--- src/rtl/lsu_mem_ctrl_if.sv ---
// Request/response and memory-side signal bundle for lsu_mem_ctrl.
//   req_*   : CPU request channel (valid/ready), byte address, store data
//   resp_*  : one-cycle completion pulse with error flag and load data
//   mem_*   : full-word data-memory port; mem_rdata is registered by memory
// Modports:
//   slave  : the LSU itself (accepts requests, drives the memory port)
//   master : the environment (CPU stage plus data memory)
interface lsu_mem_ctrl_if;
  logic        req_valid;
  logic        req_ready;
  logic        req_we;
  logic        req_byte;
  logic [31:0] req_addr;
  logic [31:0] req_wdata;
  logic        resp_valid;
  logic        resp_err;
  logic [31:0] resp_rdata;
  logic [31:0] mem_addr;
  logic        mem_we;
  logic        mem_re;
  logic [31:0] mem_wdata;
  logic        mem_sb_op;
  logic        mem_lb_op;
  logic [31:0] mem_rdata;

  modport slave (
    input  req_valid, req_we, req_byte, req_addr, req_wdata, mem_rdata,
    output req_ready, resp_valid, resp_err, resp_rdata,
           mem_addr, mem_we, mem_re, mem_wdata, mem_sb_op, mem_lb_op
  );

  modport master (
    output req_valid, req_we, req_byte, req_addr, req_wdata, mem_rdata,
    input  req_ready, resp_valid, resp_err, resp_rdata,
           mem_addr, mem_we, mem_re, mem_wdata, mem_sb_op, mem_lb_op
  );
endinterface

--- src/rtl/lsu_mem_ctrl.sv ---
// Load/store unit between the execute stage and a word-indexed data memory.
// Accepts LW/SW/LB/SB over valid/ready, uses full-word memory accesses only,
// sign-extends LB lanes, performs read-modify-write for SB and returns a
// one-cycle response pulse.
// Ports:
//   clk  : system clock, rising edge
//   rst  : asynchronous active-high reset
//   bus  : lsu_mem_ctrl_if.slave (request, response and memory signals)
module lsu_mem_ctrl #(
  parameter int unsigned WORD_IDX_W      = 8,
  parameter int unsigned ADDR_LIMIT_BITS = 10
) (
  input  logic           clk,
  input  logic           rst,
  lsu_mem_ctrl_if.slave  bus
);

  typedef enum logic [2:0] {
    IDLE, LD_RD, LD_CAP, ST_WR, SB_RD, SB_WR
  } state_t;

  state_t                  r_state;
  state_t                  w_next;
  logic [WORD_IDX_W+1:0]   r_addr;
  logic                    r_byte;
  logic [31:0]             r_wdata;
  logic                    r_resp_valid;
  logic                    r_resp_err;
  logic [31:0]             r_resp_rdata;

  logic                    w_accept;
  logic                    w_err;
  logic [7:0]              w_byte;
  logic [31:0]             w_load;
  logic [31:0]             w_merge;
  logic                    w_mem_we;
  logic                    w_mem_re;
  logic [31:0]             w_mem_wdata;

  assign bus.req_ready = (r_state == IDLE) && !rst;
  assign w_accept      = bus.req_valid && bus.req_ready;
  assign w_err         = (|bus.req_addr[31:ADDR_LIMIT_BITS]) ||
                         (!bus.req_byte && (|bus.req_addr[1:0]));

  // Lane select for loads and lane merge for byte stores (little-endian).
  always_comb begin
    w_byte = bus.mem_rdata[7:0];
    case (r_addr[1:0])
      2'd0: w_byte = bus.mem_rdata[7:0];
      2'd1: w_byte = bus.mem_rdata[15:8];
      2'd2: w_byte = bus.mem_rdata[23:16];
      2'd3: w_byte = bus.mem_rdata[31:24];
    endcase
    w_load  = r_byte ? {{24{w_byte[7]}}, w_byte} : bus.mem_rdata;
    w_merge = bus.mem_rdata;
    for (int unsigned i = 0; i < 4; i++) begin
      if (r_addr[1:0] == 2'(i)) w_merge[8*i +: 8] = r_wdata[7:0];
    end
  end

  always_ff @(posedge clk or posedge rst) begin
    if (rst) r_state <= IDLE;
    else     r_state <= w_next;
  end

  always_comb begin
    w_next      = r_state;
    w_mem_we    = 1'b0;
    w_mem_re    = 1'b0;
    w_mem_wdata = '0;
    unique case (r_state)
      IDLE: begin
        if (w_accept && !w_err) begin
          if (!bus.req_we)      w_next = LD_RD;
          else if (bus.req_byte) w_next = SB_RD;
          else                  w_next = ST_WR;
        end
      end
      LD_RD: begin
        w_mem_re = 1'b1;
        w_next   = LD_CAP;
      end
      LD_CAP: w_next = IDLE;
      ST_WR: begin
        w_mem_we    = 1'b1;
        w_mem_wdata = r_wdata;
        w_next      = IDLE;
      end
      SB_RD: begin
        w_mem_re = 1'b1;
        w_next   = SB_WR;
      end
      SB_WR: begin
        w_mem_we    = 1'b1;
        w_mem_wdata = w_merge;
        w_next      = IDLE;
      end
      default: w_next = IDLE;
    endcase
  end

  // Request capture and response generation; resp_rdata only changes on a
  // completion pulse, so it holds the last load result in between.
  always_ff @(posedge clk or posedge rst) begin
    if (rst) begin
      r_addr       <= '0;
      r_byte       <= 1'b0;
      r_wdata      <= '0;
      r_resp_valid <= 1'b0;
      r_resp_err   <= 1'b0;
      r_resp_rdata <= '0;
    end else begin
      r_resp_valid <= 1'b0;
      r_resp_err   <= 1'b0;
      if (w_accept) begin
        r_addr  <= bus.req_addr[WORD_IDX_W+1:0];
        r_byte  <= bus.req_byte;
        r_wdata <= bus.req_wdata;
        if (w_err) begin
          r_resp_valid <= 1'b1;
          r_resp_err   <= 1'b1;
          r_resp_rdata <= '0;
        end
      end
      case (r_state)
        LD_CAP: begin
          r_resp_valid <= 1'b1;
          r_resp_rdata <= w_load;
        end
        ST_WR, SB_WR: begin
          r_resp_valid <= 1'b1;
          r_resp_rdata <= '0;
        end
        default: ;
      endcase
    end
  end

  assign bus.resp_valid = r_resp_valid;
  assign bus.resp_err   = r_resp_err;
  assign bus.resp_rdata = r_resp_rdata;
  assign bus.mem_addr   = {{(32-WORD_IDX_W){1'b0}}, r_addr[WORD_IDX_W+1:2]};
  assign bus.mem_we     = w_mem_we;
  assign bus.mem_re     = w_mem_re;
  assign bus.mem_wdata  = w_mem_wdata;
  assign bus.mem_sb_op  = 1'b0;
  assign bus.mem_lb_op  = 1'b0;

endmodule

--- src/flat_wrapper.sv ---
// flat-port wrapper written by rule: the top's interface ports become plain ports
module lsu_mem_ctrl_flat 
#(
  parameter int unsigned WORD_IDX_W      = 8,
  parameter int unsigned ADDR_LIMIT_BITS = 10
)
  (clk, rst, bus_req_valid, bus_req_we, bus_req_byte, bus_req_addr, bus_req_wdata, bus_mem_rdata, bus_req_ready, bus_resp_valid, bus_resp_err, bus_resp_rdata, bus_mem_addr, bus_mem_we, bus_mem_re, bus_mem_wdata, bus_mem_sb_op, bus_mem_lb_op);
  lsu_mem_ctrl_if bus_i ();
  input  logic clk;
  input  logic rst;
  input wire logic [$bits(bus_i.req_valid)-1:0] bus_req_valid;
  input wire logic [$bits(bus_i.req_we)-1:0] bus_req_we;
  input wire logic [$bits(bus_i.req_byte)-1:0] bus_req_byte;
  input wire logic [$bits(bus_i.req_addr)-1:0] bus_req_addr;
  input wire logic [$bits(bus_i.req_wdata)-1:0] bus_req_wdata;
  input wire logic [$bits(bus_i.mem_rdata)-1:0] bus_mem_rdata;
  output wire logic [$bits(bus_i.req_ready)-1:0] bus_req_ready;
  output wire logic [$bits(bus_i.resp_valid)-1:0] bus_resp_valid;
  output wire logic [$bits(bus_i.resp_err)-1:0] bus_resp_err;
  output wire logic [$bits(bus_i.resp_rdata)-1:0] bus_resp_rdata;
  output wire logic [$bits(bus_i.mem_addr)-1:0] bus_mem_addr;
  output wire logic [$bits(bus_i.mem_we)-1:0] bus_mem_we;
  output wire logic [$bits(bus_i.mem_re)-1:0] bus_mem_re;
  output wire logic [$bits(bus_i.mem_wdata)-1:0] bus_mem_wdata;
  output wire logic [$bits(bus_i.mem_sb_op)-1:0] bus_mem_sb_op;
  output wire logic [$bits(bus_i.mem_lb_op)-1:0] bus_mem_lb_op;
  assign bus_i.req_valid = bus_req_valid;
  assign bus_i.req_we = bus_req_we;
  assign bus_i.req_byte = bus_req_byte;
  assign bus_i.req_addr = bus_req_addr;
  assign bus_i.req_wdata = bus_req_wdata;
  assign bus_i.mem_rdata = bus_mem_rdata;
  assign bus_req_ready = bus_i.req_ready;
  assign bus_resp_valid = bus_i.resp_valid;
  assign bus_resp_err = bus_i.resp_err;
  assign bus_resp_rdata = bus_i.resp_rdata;
  assign bus_mem_addr = bus_i.mem_addr;
  assign bus_mem_we = bus_i.mem_we;
  assign bus_mem_re = bus_i.mem_re;
  assign bus_mem_wdata = bus_i.mem_wdata;
  assign bus_mem_sb_op = bus_i.mem_sb_op;
  assign bus_mem_lb_op = bus_i.mem_lb_op;
  lsu_mem_ctrl #(.WORD_IDX_W(WORD_IDX_W), .ADDR_LIMIT_BITS(ADDR_LIMIT_BITS)) u_core (.clk(clk), .rst(rst), .bus(bus_i));
endmodule
--- config.mk ---
export PLATFORM = sky130hd
export DESIGN_NAME = lsu_mem_ctrl_flat
export DESIGN_NICKNAME = d
export VERILOG_FILES = /design/src/rtl/lsu_mem_ctrl_if.sv /design/src/rtl/lsu_mem_ctrl.sv /design/src/flat_wrapper.sv
export SDC_FILE = /design/constraint.sdc
export NUM_CORES = 1
export LEC_CHECK = 0
export BUFFER_PORTS_ARGS = -buffer_cell sky130_fd_sc_hd__buf_2
export CAP_MARGIN = 20
export CORE_MARGIN = 10
export CORE_UTILIZATION = 43
export DETAILED_ROUTE_END_ITERATION = 16
export PLACE_DENSITY = 0.79
export RECOVER_POWER = 100
export SYNTH_ARGS = -nofsm -noshare
export SYNTH_HDL_FRONTEND = slang
export SYNTH_SLANG_ARGS = --single-unit
--- constraint.sdc ---
create_clock -name clk -period 2.3 [get_ports clk]
set_clock_uncertainty 0.2 [all_clocks]
set_input_delay 0.115 -clock clk [delete_from_list [all_inputs] [get_ports clk]]
set_output_delay 0.115 -clock clk [all_outputs]
set_load 0.01 [all_outputs]
==> impl_metrics.csv <==
group,metric,value,unit
cts,insertion_delay,340,ps
die,core,10300,um^2
detailed_routing,wl_per_cell,20.3,um
status,status,"complete, no violations",
detailed_routing,num_vias,4261,
layout,fillCellCount,936,
global_route,grt_start_max_net_pins,34,
worst_setup_path,timing.rr.end,"u_core.r_wdata[13]",
worst_setup_path,startpoint,"u_core.r_state[1]",
layout,multi_input_area,2030,um^2
timing,fmax,0.467,GHz
layout,mostFrequentLayoutCells,"buf_2, dfrtp_1, dlygate4sd3_1",
timing,tightest_slew,1410,ps
layout,drive_gt1_share,25.2,%
min_path,min_path_cells,5,
die,initial_utilization,44.1,%
min_path,worstHoldStart,"bus_mem_rdata[6]",
layout,final_common_cell,"buf_2",
timing,finalHoldViolations,0,
cts,clk_pin_slew,90,ps
min_path,hold_path.class,"primary input to flip-flop",
layout,syn2layout_area_growth,35.3,%
cts,htreeDepth,3,
synth,avgSynthCellArea,10.4,um^2
synth,synth_top_area_share,44.0,%
timing,setup_violations,0,
layout,regArea,2010,um^2
synth,netlist_instances,438,
place,hpwl,11800,um
die,dieArea,15100,um^2
layout,final_nets,774,
synth,synth_seq_cells,80,
synth,synth_async_sr_flop_share,100,%
detailed_routing,viasPerCell,5.22,
timing,whs,41.6,ps
global_route,grt_antenna_before_repair,2,
die,fp.dieW,123,um
worst_setup_path,arrival,1830,ps
timing,rsz0062_at_grt,"no",
cts,clock_path_buffers,2,
cts,cts_root_buf,"clkbuf_8",
power,power,3.53,mW
detailed_routing,drt_drc_violations_left,0,
cts,clkSinkCount,80,
cts,cts_tree,"done",
detailed_routing,ant_nets,0,
synth,yosys-top-cells-area,"dfrtp_1, mux2_4, mux2i_1",
min_path,min_to,"u_core.bus.resp_rdata[6]",
place,portBuffers,177,
timing,fin_setup_tns,0,ps
global_route,grt_use_total,21.2,%
worst_setup_path,critPathLaunchType,"flip-flop",
worst_setup_path,rr_startpoint,"u_core.r_state[0]",
synth,synth_area,4550,um^2
detailed_routing,drt_iter0_drc,384,
power,peakVddDrop,0.326,mV
detailed_routing,firstDrtPassIters,5,
die,ios,204,
flow_run,max_cap_violations,0,
power,powerDensity,573,nW/um^2
worst_setup_path,required,1990,ps
timing,fin_crit_sh,93.2,%
worst_setup_path,critPathMaxFanout,8,
detailed_routing,drt-total-wl,16600,um
synth,synth_area_leader_cell,"dfrtp_1",
place,place.gp.congestion,0.910,
worst_setup_path,reg2regPathDepth,4,
synth,ys_types,37,
die,rows,37,
die,die-height,123,um
timing,slew_headroom,5.61,%
cts,numCtsBuffers,9,
timing,period_needed,2140,ps
power,cellLeakagePower,2.94,nW
worst_setup_path,cp-end-kind,"output pin",
global_route,grt_pass1_vias,4547,
synth,synth_edf_count,0,
synth,yosysWarnings,0,
global_route,grt_pass1_wl,25300,um
global_route,grt_overflow,0,
worst_setup_path,ff2ff_setup_slack,270,ps
worst_setup_path,criticalPathCategory,"flip-flop to output pin",
timing,slew_viol_final,0,
synth,synthFlopType,"dfrtp_1",
synth,ys_seq_area_share,44.0,%
## stage by stage
step	util (%)	cells	area (um^2)	worst slack (ps)
after floorplan	-	463	4650	390
after global placement	52.2	726	5390	383
after detailed placement	52.2	726	5390	285
after CTS	61.5	814	6350	16.9
after global routing	59.6	816	6160	21.5
final	59.6	816	6160	157
## area by class of cell
type | count | share of cell area [%]
Clock buffer | 12 | 2.68
Antenna cell | 2 | 0.0813
Tap cell | 136 | 2.76
Multi-Input combinational cell | 311 | 33.0
Sequential cell | 80 | 32.6
Inverter | 8 | 0.508
Timing Repair Buffer | 263 | 27.1
Clock inverter | 4 | 1.22
## metal layers
metal / up-vias / routed length [um] / global-route usage (%)
met4: 0 / 605 / 10.3
met2: 227 / 8150 / 34.4
li1: 1947 / - / -
met3: 56 / 1230 / 5.10
met5: - / 0 / 0
met1: 2031 / 6590 / 26.0
## logic make-up after synthesis
group           share of synthesized area [%]
compound gates                           13.4
xor+xnor                                0.193
buf+inv                                  10.5
flops                                    44.0
mux                                      20.8
other cells                            0.0824
simple gates                             11.0
## report_power, final
group	internal [mW]	leakage, nW	switching, mW
Combinational	0.334	1.81	0.362
Sequential	1.52	1.02	0.0988
Clock	0.701	0.115	0.513
Total	2.55	2.94	0.974
## critical path, stage by stage (launching register included)
cell	delay [ps]
dfrtp_1	450
nand3b_1	280
o31ai_2	220
buf_4	200
a22o_1	190
clkbuf_2	150
## synth_stat cells, drive strengths merged (5+ instances only)
library cell,n
a22o,10
mux2i,32
inv,8
nor4,6
dfrtp,80
nor2,33
o21ai,39
a22oi,5
nand2,63
o211ai,7
clkbuf,8
o22ai,23
mux2,43
buf,56
## state kept, by name, indices dropped and copies added (netlist names)
register and count:
u_core.bus.resp_rdata 32, u_core.r_wdata 32, u_core.bus.resp_valid 1, u_core.r_state 3, u_core.r_byte 1, u_core.bus.resp_err 1
u_core.r_addr 10
## repair_timing
action / in CTS / in global routing
hold endpoints to repair: 101 / 0
endpoints found under the setup margin: 0 / 30
buffers inserted: 0 / 0
resized for setup: 0 / 7
hold buffers: 72 / 0
## worst max path at each step
stage / slack (ps) / endpoint / depth (start not counted)
floorplan: 390 / u_core.r_addr[8] / 6
global placement: 380 / u_core.bus.resp_rdata[6] / 5
detailed placement: 280 / u_core.bus.resp_rdata[6] / 5
CTS: 20 / bus_mem_wdata[17] / 5
global route: 20 / bus_mem_wdata[11] / 6
finish: 160 / bus_mem_wdata[6] / 5
(Power assumes the default switching activity.)
